## src/rtl/stage_id_hazard.sv

```systemverilog
// MIPS decode stage: decodes one instruction per cycle, resolves operands through
// a prioritised bypass network, interlocks on load-use and registers the result for EX.
module stage_id_hazard #(
    parameter int NUM_FWD         = 2,
    parameter int STALL_CNT_WIDTH = 16
) (
    input  logic                       clk,
    input  logic                       rst,
    input  logic                       in_valid,
    output logic                       in_ready,
    input  logic [31:0]                in_instr,
    input  logic [31:0]                in_next_pc,
    input  logic                       flush,
    input  logic [NUM_FWD-1:0]         fwd_valid,
    input  logic [5*NUM_FWD-1:0]       fwd_addr,
    input  logic [32*NUM_FWD-1:0]      fwd_data,
    input  logic [NUM_FWD-1:0]         fwd_pending,
    input  logic [4:0]                 wb_addr,
    input  logic [31:0]                wb_data,
    output logic                       out_valid,
    input  logic                       out_ready,
    output logic [2:0]                 out_class,
    output logic [5:0]                 out_func,
    output logic [5:0]                 out_opcode,
    output logic [31:0]                out_rs_data,
    output logic [31:0]                out_rt_data,
    output logic [31:0]                out_imm,
    output logic [4:0]                 out_wb_addr,
    output logic [31:0]                out_branch_dest,
    output logic [31:0]                out_link,
    output logic [STALL_CNT_WIDTH-1:0] stall_cnt
);

    typedef enum logic [2:0] {
        CLS_ALU_R   = 3'd0,
        CLS_ALU_I   = 3'd1,
        CLS_LOAD    = 3'd2,
        CLS_STORE   = 3'd3,
        CLS_BRANCH  = 3'd4,
        CLS_JUMP    = 3'd5,
        CLS_INVALID = 3'd7
    } cls_e;

    logic [31:0] rf [32];

    logic [5:0]  opcode, func;
    logic [4:0]  rs, rt, rd;
    logic [31:0] imm_sx, imm_zx, br_target, j_target;

    cls_e        d_cls;
    logic [5:0]  d_func;
    logic [31:0] d_imm, d_dest, d_link;
    logic [4:0]  d_wb;
    logic [1:0]  src_used;

    logic [1:0][4:0]  src_addr;
    logic [1:0][31:0] src_data;
    logic [1:0]       src_pend;
    logic             stall, accept;

    assign opcode    = in_instr[31:26];
    assign rs        = in_instr[25:21];
    assign rt        = in_instr[20:16];
    assign rd        = in_instr[15:11];
    assign func      = in_instr[5:0];
    assign imm_sx    = {{16{in_instr[15]}}, in_instr[15:0]};
    assign imm_zx    = {16'h0000, in_instr[15:0]};
    assign br_target = in_next_pc + {imm_sx[29:0], 2'b00};
    assign j_target  = {in_next_pc[31:28], in_instr[25:0], 2'b00};

    always_comb begin
        d_cls    = CLS_INVALID;
        d_func   = '0;
        d_imm    = '0;
        d_wb     = '0;
        d_dest   = '0;
        d_link   = '0;
        src_used = 2'b00;
        case (opcode)
            6'h00: begin
                src_used = 2'b01;
                if (func == 6'h08) begin
                    d_cls = CLS_JUMP;
                end else if (func == 6'h09) begin
                    d_cls  = CLS_JUMP;
                    d_wb   = rd;
                    d_link = in_next_pc + 32'd4;
                end else begin
                    d_cls    = CLS_ALU_R;
                    d_func   = func;
                    d_wb     = rd;
                    src_used = 2'b11;
                end
            end
            6'h02, 6'h03: begin
                d_cls  = CLS_JUMP;
                d_dest = j_target;
                if (opcode == 6'h03) begin
                    d_wb   = 5'd31;
                    d_link = in_next_pc + 32'd4;
                end
            end
            6'h01, 6'h07: begin
                if ((opcode == 6'h01 && rt == 5'd1) || (opcode == 6'h07 && rt == 5'd0)) begin
                    d_cls    = CLS_BRANCH;
                    d_imm    = imm_sx;
                    d_dest   = br_target;
                    src_used = 2'b01;
                end
            end
            6'h04, 6'h05: begin
                d_cls    = CLS_BRANCH;
                d_imm    = imm_sx;
                d_dest   = br_target;
                src_used = 2'b11;
            end
            6'h09, 6'h0d, 6'h0f: begin
                d_cls    = CLS_ALU_I;
                d_wb     = rt;
                src_used = 2'b01;
                d_imm    = (opcode == 6'h09) ? imm_sx :
                           (opcode == 6'h0d) ? imm_zx : {in_instr[15:0], 16'h0000};
            end
            6'h23: begin
                d_cls    = CLS_LOAD;
                d_imm    = imm_sx;
                d_wb     = rt;
                src_used = 2'b01;
            end
            6'h2b: begin
                d_cls    = CLS_STORE;
                d_imm    = imm_sx;
                src_used = 2'b11;
            end
            default: ;
        endcase
    end

    assign src_addr[0] = rs;
    assign src_addr[1] = rt;

    // Sources are scanned oldest-first so the youngest matching one overwrites last and wins.
    always_comb begin
        src_data = '0;
        src_pend = '0;
        for (int unsigned s = 0; s < 2; s++) begin
            src_data[s] = (wb_addr == src_addr[s]) ? wb_data : rf[src_addr[s]];
            src_pend[s] = 1'b0;
            for (int unsigned k = 0; k < NUM_FWD; k++) begin
                if (fwd_valid[NUM_FWD-1-k] && fwd_addr[5*(NUM_FWD-1-k) +: 5] == src_addr[s]) begin
                    src_data[s] = fwd_data[32*(NUM_FWD-1-k) +: 32];
                    src_pend[s] = fwd_pending[NUM_FWD-1-k];
                end
            end
            if (!src_used[s] || src_addr[s] == 5'd0) begin
                src_data[s] = '0;
                src_pend[s] = 1'b0;
            end
        end
    end

    assign stall    = |src_pend;
    assign in_ready = !rst && !stall && (!out_valid || out_ready);
    assign accept   = in_valid && in_ready;

    always_ff @(posedge clk) begin
        if (rst) begin
            out_valid       <= 1'b0;
            out_class       <= '0;
            out_func        <= '0;
            out_opcode      <= '0;
            out_rs_data     <= '0;
            out_rt_data     <= '0;
            out_imm         <= '0;
            out_wb_addr     <= '0;
            out_branch_dest <= '0;
            out_link        <= '0;
            stall_cnt       <= '0;
        end else begin
            if (flush) begin
                out_valid <= 1'b0;
            end else if (accept) begin
                out_valid       <= 1'b1;
                out_class       <= d_cls;
                out_func        <= d_func;
                out_opcode      <= opcode;
                out_rs_data     <= src_data[0];
                out_rt_data     <= src_data[1];
                out_imm         <= d_imm;
                out_wb_addr     <= d_wb;
                out_branch_dest <= d_dest;
                out_link        <= d_link;
            end else if (out_ready) begin
                out_valid <= 1'b0;
            end
            if (in_valid && stall && !flush && stall_cnt != '1) begin
                stall_cnt <= stall_cnt + 1'b1;
            end
        end
    end

    always_ff @(posedge clk) begin
        if (rst) begin
            for (int unsigned i = 0; i < 32; i++) begin
                rf[i] <= '0;
            end
        end else if (wb_addr != 5'd0) begin
            rf[wb_addr] <= wb_data;
        end
    end

endmodule

```

## config.mk

```make
export PLATFORM = sky130hd
export DESIGN_NAME = stage_id_hazard
export DESIGN_NICKNAME = d
export VERILOG_FILES = /design/src/rtl/stage_id_hazard.sv
export SDC_FILE = /design/constraint.sdc
export NUM_CORES = 2
export LEC_CHECK = 0
export ABC_AREA = 0
export BUFFER_PORTS_ARGS = -buffer_cell sky130_fd_sc_hd__buf_2
export CAP_MARGIN = 30
export CORE_MARGIN = 3
export CORE_UTILIZATION = 42
export CTS_CLUSTER_DIAMETER = 50
export DETAILED_ROUTE_END_ITERATION = 6
export PLACE_DENSITY = 0.68
export SYNTH_ARGS = -nofsm -noshare
export SYNTH_HDL_FRONTEND = slang
export SYNTH_SLANG_ARGS = --single-unit
```

## constraint.sdc

```tcl
create_clock -name clk -period 2.4 [get_ports clk]
set_clock_uncertainty 0.05 [all_clocks]
set_input_delay 0.12 -clock clk [delete_from_list [all_inputs] [get_ports clk]]
set_output_delay 0.12 -clock clk [all_outputs]
set_load 0.01 [all_outputs]
```

# Word-level counts from Yosys, hierarchy flattened
# Memory sizes are Yosys's and may differ from the RTL's.
# Cells that the tools add are included.
[op_classes]
n_mul = 0
div = 0
addsub = 3
n_eq_ne = 21
bitwise_logic = 1
n_shift = 0
n_reduce_logical = 38
mux = 48
n_lt_le_gt_ge = 0
[op_table]
columns = ["op", "n"]
rows = [
  ["$mux 32", 16],
  ["$pmux 32 s3", 2],
  ["$pmux 32 s2", 1],
  ["$add 32x3->32 const B", 1],
  ["$add 32x32->32", 1],
  ["$reduce_or 32->1", 1],
  ["$eq 5x5->1", 6],
  ["$eq 6x4->1 const B", 5],
  ["$pmux 3 s7", 1],
  ["$eq 6x3->1 const B", 3],
  ["$mux 6", 3],
  ["$add 16x1->16 const B", 1],
  ["$ne 16x16->1 const B", 1],
  ["$mux 1", 15],
  ["$mux 5", 3],
  ["$pmux 5 s3", 1],
  ["$eq 6x2->1 const B", 2],
  ["$eq 6x6->1 const B", 2],
  ["$logic_and 1x1->1", 12],
  ["$logic_not 5->1", 2],
  ["$reduce_or 2->1", 5],
  ["$pmux 2 s4", 1],
  ["$reduce_or 4->1", 2],
  ["$eq 6x1->1 const B", 1],
  ["other kinds (11)", 23],
]
[word_totals]
elab_cells = 123
ram_bits = 1024
mem_bits_ro = 0
latch_bits = 0
output_inout_bits = 198
mem_count = 1
register_bits = 197
inputBits = 184
[mem_list]
columns = ["name", "words", "width", "read_ports", "rd_ports_with_merged_regs", "write_ports", "line_no", "text"]
rows = [
  ["rf", 32, 32, 2, 0, 32, "44", "logic [31:0] rf [32];"],
]

# Longest topological paths before layout
[depth]
ltp_word = 14
mapped_depth = 13
depth_no_buf = 12

# Least setup slack after synthesis
# No wires, ideal clock.
[synth_path]
kind = "input-to-reg"
start = "input port in_instr[0]"
end = "register out_branch_dest[26]"
path_stages = 12
arrival_ns = 2.466
required_time_ns = 2.218
setup_ns = 0.132
path_slack_ns = -0.248
path_buffers = 0
cell_sequence = "ha_1 -> inv_1 -> fa_1 -> inv_1 -> a21oi_1 -> o21ai_0 -> a22oi_1 -> o31ai_1 -> a311oi_1 -> xnor2_1 -> a221oi_1 -> nor3_1"
[synth_between]
elab_chain_len = 13
elab_cells_between_ends = 20
classes_between = "1 x add/sub; 2 x eq/ne; 7 x mux; 10 x reduce/logical"
[synth_rtl]
columns = ["item", "line_no", "text"]
rows = [
  ["start, declared", "11", "input logic [31:0] in_instr,"],
  ["$eq 6x4->1", "84", "end else if (func == 6'h09) begin"],
  ["$mux 2", "84", ""],
  ["$mux 2", "82", "if (func == 6'h08) begin"],
  ["$pmux 2 s4", "79", "case (opcode)"],
  ["$logic_not 1->1", "155", "if (!src_used[s] || src_addr[s] == 5'd0) begin"],
  ["$logic_or 1x1->1", "155", ""],
  ["$mux 1", "155", ""],
  ["$reduce_or 2->1", "162", "assign stall = |src_pend;"],
  ["$logic_not 1->1", "163", "assign in_ready = !rst && !stall && (!out_valid || out_ready);"],
  ["$logic_and 1x1->1 (2 in a row)", "163", ""],
  ["$logic_and 1x1->1", "164", "assign accept = in_valid && in_ready;"],
  ["$reduce_and 2->1 (no source line)", "-", ""],
  ["end signal, assigned", "191", "out_branch_dest <= d_dest;"],
  ["end, declared", "29", "output logic [31:0] out_branch_dest,"],
]
# Several ways; a longest one is shown, not always the timed one.
# A chain may end at the register's enable or synchronous reset.

==> flow_summary.yaml <==
outcome:
  status: "finished, violations left"
  violations: "design-rule violations, negative setup slack"
worst_setup_path:
  crit_type: "flop to flop"
  worstPathArrival_ns: 3.12
  cp-end-kind: "flop"
  cp.required_ns: 3.03
  startpoint_type: "flop"
  cp_max_fo: 2
synthesis:
  synth_seq_cells: 1221
  postSynthAreaPerCell_um2: 13.5
  syn_area_um2: 65700
  ys.flop_type: "edfxtp_1"
  ys_warn_count: 0
  yosysSeqAreaShare_pct: 52.8
  async_flop_share_pct: 0
  synth_cell_type_count: 69
  synth-edff-count: 1024
  synthCells: 4875
cts:
  clk_pin_slew_ns: 0.06
  cts-root-buf: "clkbuf_16"
  numCtsBuffers: 147
  clock_latency_ns: 0.80
  clock-sinks: 1221
  clock_path_buffers: 3
  htree_levels: 4
  cts_tree: "done"
sta:
  fmax_ghz: 0.402
  slew_headroom_pct: 39.3
  hold_viol_final: 0
  finalCritPeriodShare_pct: 104
  rsz0062_at_grt: "true"
  holdWs_ns: 0.0421
  setup_tns_ns: -0.402
  setup_slack_ns: -0.0860
  final.min_clock_period_ns: 2.49
  max_slew.worst_pin.slew_ns: 0.911
  slew_viol_final: 0
  finalSetupViolCount: 7
finish:
  regArea_um2: 34700
  final_util_pct: 53.0
  fill_cells: 12597
  finalNetCount: 5976
  area_growth_pct: 25.0
  final_cell_mix: "edfxtp_1 (1024), and2_1 (995), mux4_2 (584)"
  multiInputGateArea_um2: 29700
  final_common_cell: "edfxtp_1"
  drive_gt1_share_pct: 33.4
placement:
  gp_congestion: 0.932
  io_buffers: 381
  dp_slack_ns: -0.751
  dp_hpwl_um: 162000
detailed_routing:
  drt-total-wl_um: 242000
  drc: 1
  postRouteAntennaNets: 0
  routedWlPerCell_um: 30.5
  viasPerCell: 6.18
  dr_total_vias: 49047
  drtIter0Drc: 6818
  first_pass_iters: 7
floorplanning:
  die_w_um: 401
  start_util_pct: 42.4
  core_area_um2: 155000
  dieArea_um2: 161000
  fp-row-count: 144
  pin_count: 382
  die_y_um: 401
power:
  leakagePower_nw: 30.6
  p_per_area_nw_per_um2: 681
  irDropWorstVdd_uv: 657
grt:
  antenna_found_initial: 22
  overflow: 0
  grt_pass1_wl_um: 346000
  grt_usage_pct: 29.7
  grt_pass1_vias: 48548
  grt_max_degree: 129
min_path:
  worstHoldPathType: "input port to flop"
flow_run:
  drv_cap: 0
[path summary, 6_finish.rpt]
check / to / slack (ns) / start / cells after the start
worst max-delay path: out_rs_data[9] / -0.09 / rf[24][9] / 9
worst min-delay path: out_class[1] / 0.04 / in_instr[30] / 7
worst max register to register: out_rs_data[9] / -0.09 / rf[24][9] / 9
worst min register to register: out_rs_data[1] / 0.39 / out_rs_data[1] / 2
[layout make-up]
class,count,area share [%]
clock buffers,179,4.83
inverters,16,0.0732
clock inverters,87,1.23
flip-flops and latches,1221,42.3
multi-input cells,3185,36.2
diodes,13,0.0396
repair buffers,1189,12.3
well taps,2044,3.12
[power breakdown]
group	internal, W	total [W]	switching (W)
Sequential	0.0241	0.0247	0.000613
Clock	0.0135	0.0229	0.00941
Combinational	0.00396	0.00833	0.00436
Total	0.0416	0.0559	0.0144
[per-layer routing]
layer,part of all wire [%],vias up,track usage (%)
met3,13,596,9.17
li1,-,20191,-
met2,46,3611,46.1
met5,0.016,-,0
met1,36,24643,38.3
met4,5.1,6,13.5
[state kept, by name, summed over array words and instances (netlist names)]
register         count
out_imm             32
out_func             6
out_rs_data         32
out_opcode           6
out_wb_addr          5
out_rt_data         32
stall_cnt           16
out_branch_dest     32
out_class            3
out_link            32
out_valid            1
rf                1024
[logic make-up (layout without fill, tap and decap cells)]
logic type               Yosys count  in the layout  synth area share (%)
AO/OA/AOI/OAI                    554            554                  5.14
adder cells (fa/ha/maj)           32             32                 0.621
flip-flops                      1221           1221                  52.8
multiplexers                     738            738                  22.4
other                              1             45               0.00571
buffers and inverters            500           1471                  3.08
AND/OR/NAND/NOR                 1732           1732                  14.6
XOR/XNOR                          97             97                  1.29
[through the flow]
step / cells / total power [W] / instance area [µm²]
5_1_grt: 7924 / 0.0574 / 82100
2_1_floorplan: 4906 / 0.0292 / 65900
3_3_place_gp: 7462 / 0.0327 / 74900
6_report: 7934 / 0.0559 / 82100
4_1_cts: 7909 / 0.0558 / 81800
3_5_place_dp: 7462 / 0.0329 / 74900
[critical path, cell delays in order, from the launching register on]
cell      delay (ns)
edfxtp_1        0.41
mux4_2          0.51
mux4_2          0.50
mux2i_1         0.17
buf_4           0.16
a211oi_2        0.08
a21oi_1         0.16
nor2_1          0.07
a21oi_1         0.16
o21ai_1         0.09
[cell usage after synthesis, types with 4 or more instances]
cell type	n	area, µm²
a211oi_1	51	383
a21o_1	19	143
a21oi_1	249	1250
a221oi_1	30	263
a22o_1	11	96.3
a22oi_1	29	218
a311oi_1	19	166
a31oi_1	10	62.6
and2_1	998	6240
and3_1	21	131
and4_1	6	52.6
buf_1	36	135
buf_2	79	395
buf_4	6	45.0
clkbuf_1	360	1350
dfxtp_1	197	3940
edfxtp_1	1024	30700
ha_1	31	388
inv_1	16	60.1
mux2i_1	153	1530
mux4_2	584	13200
nand2_1	207	777
nand2b_1	8	50.1
nand3_1	95	475
nand3b_1	7	52.6
nand4_1	27	169
nor2_1	239	897
nor2b_1	8	50.1
nor3_1	53	265
nor3b_1	5	37.5
nor4_1	6	37.5
o21ai_0	94	470
o21ai_1	9	45.0
o21bai_1	4	30.0
o22ai_1	4	25.0
or2_2	33	206
or3_1	6	37.5
xnor2_1	43	377
xor2_1	54	473
[timing repair]
action,4_1_cts,5_1_grt
setup endpoints to repair,16,63
endpoints found under the hold margin,947,1
pin swaps,9,21
buffers inserted,5,14
resized for setup,33,42
hold buffers,182,1
(Power assumes the default switching activity.)
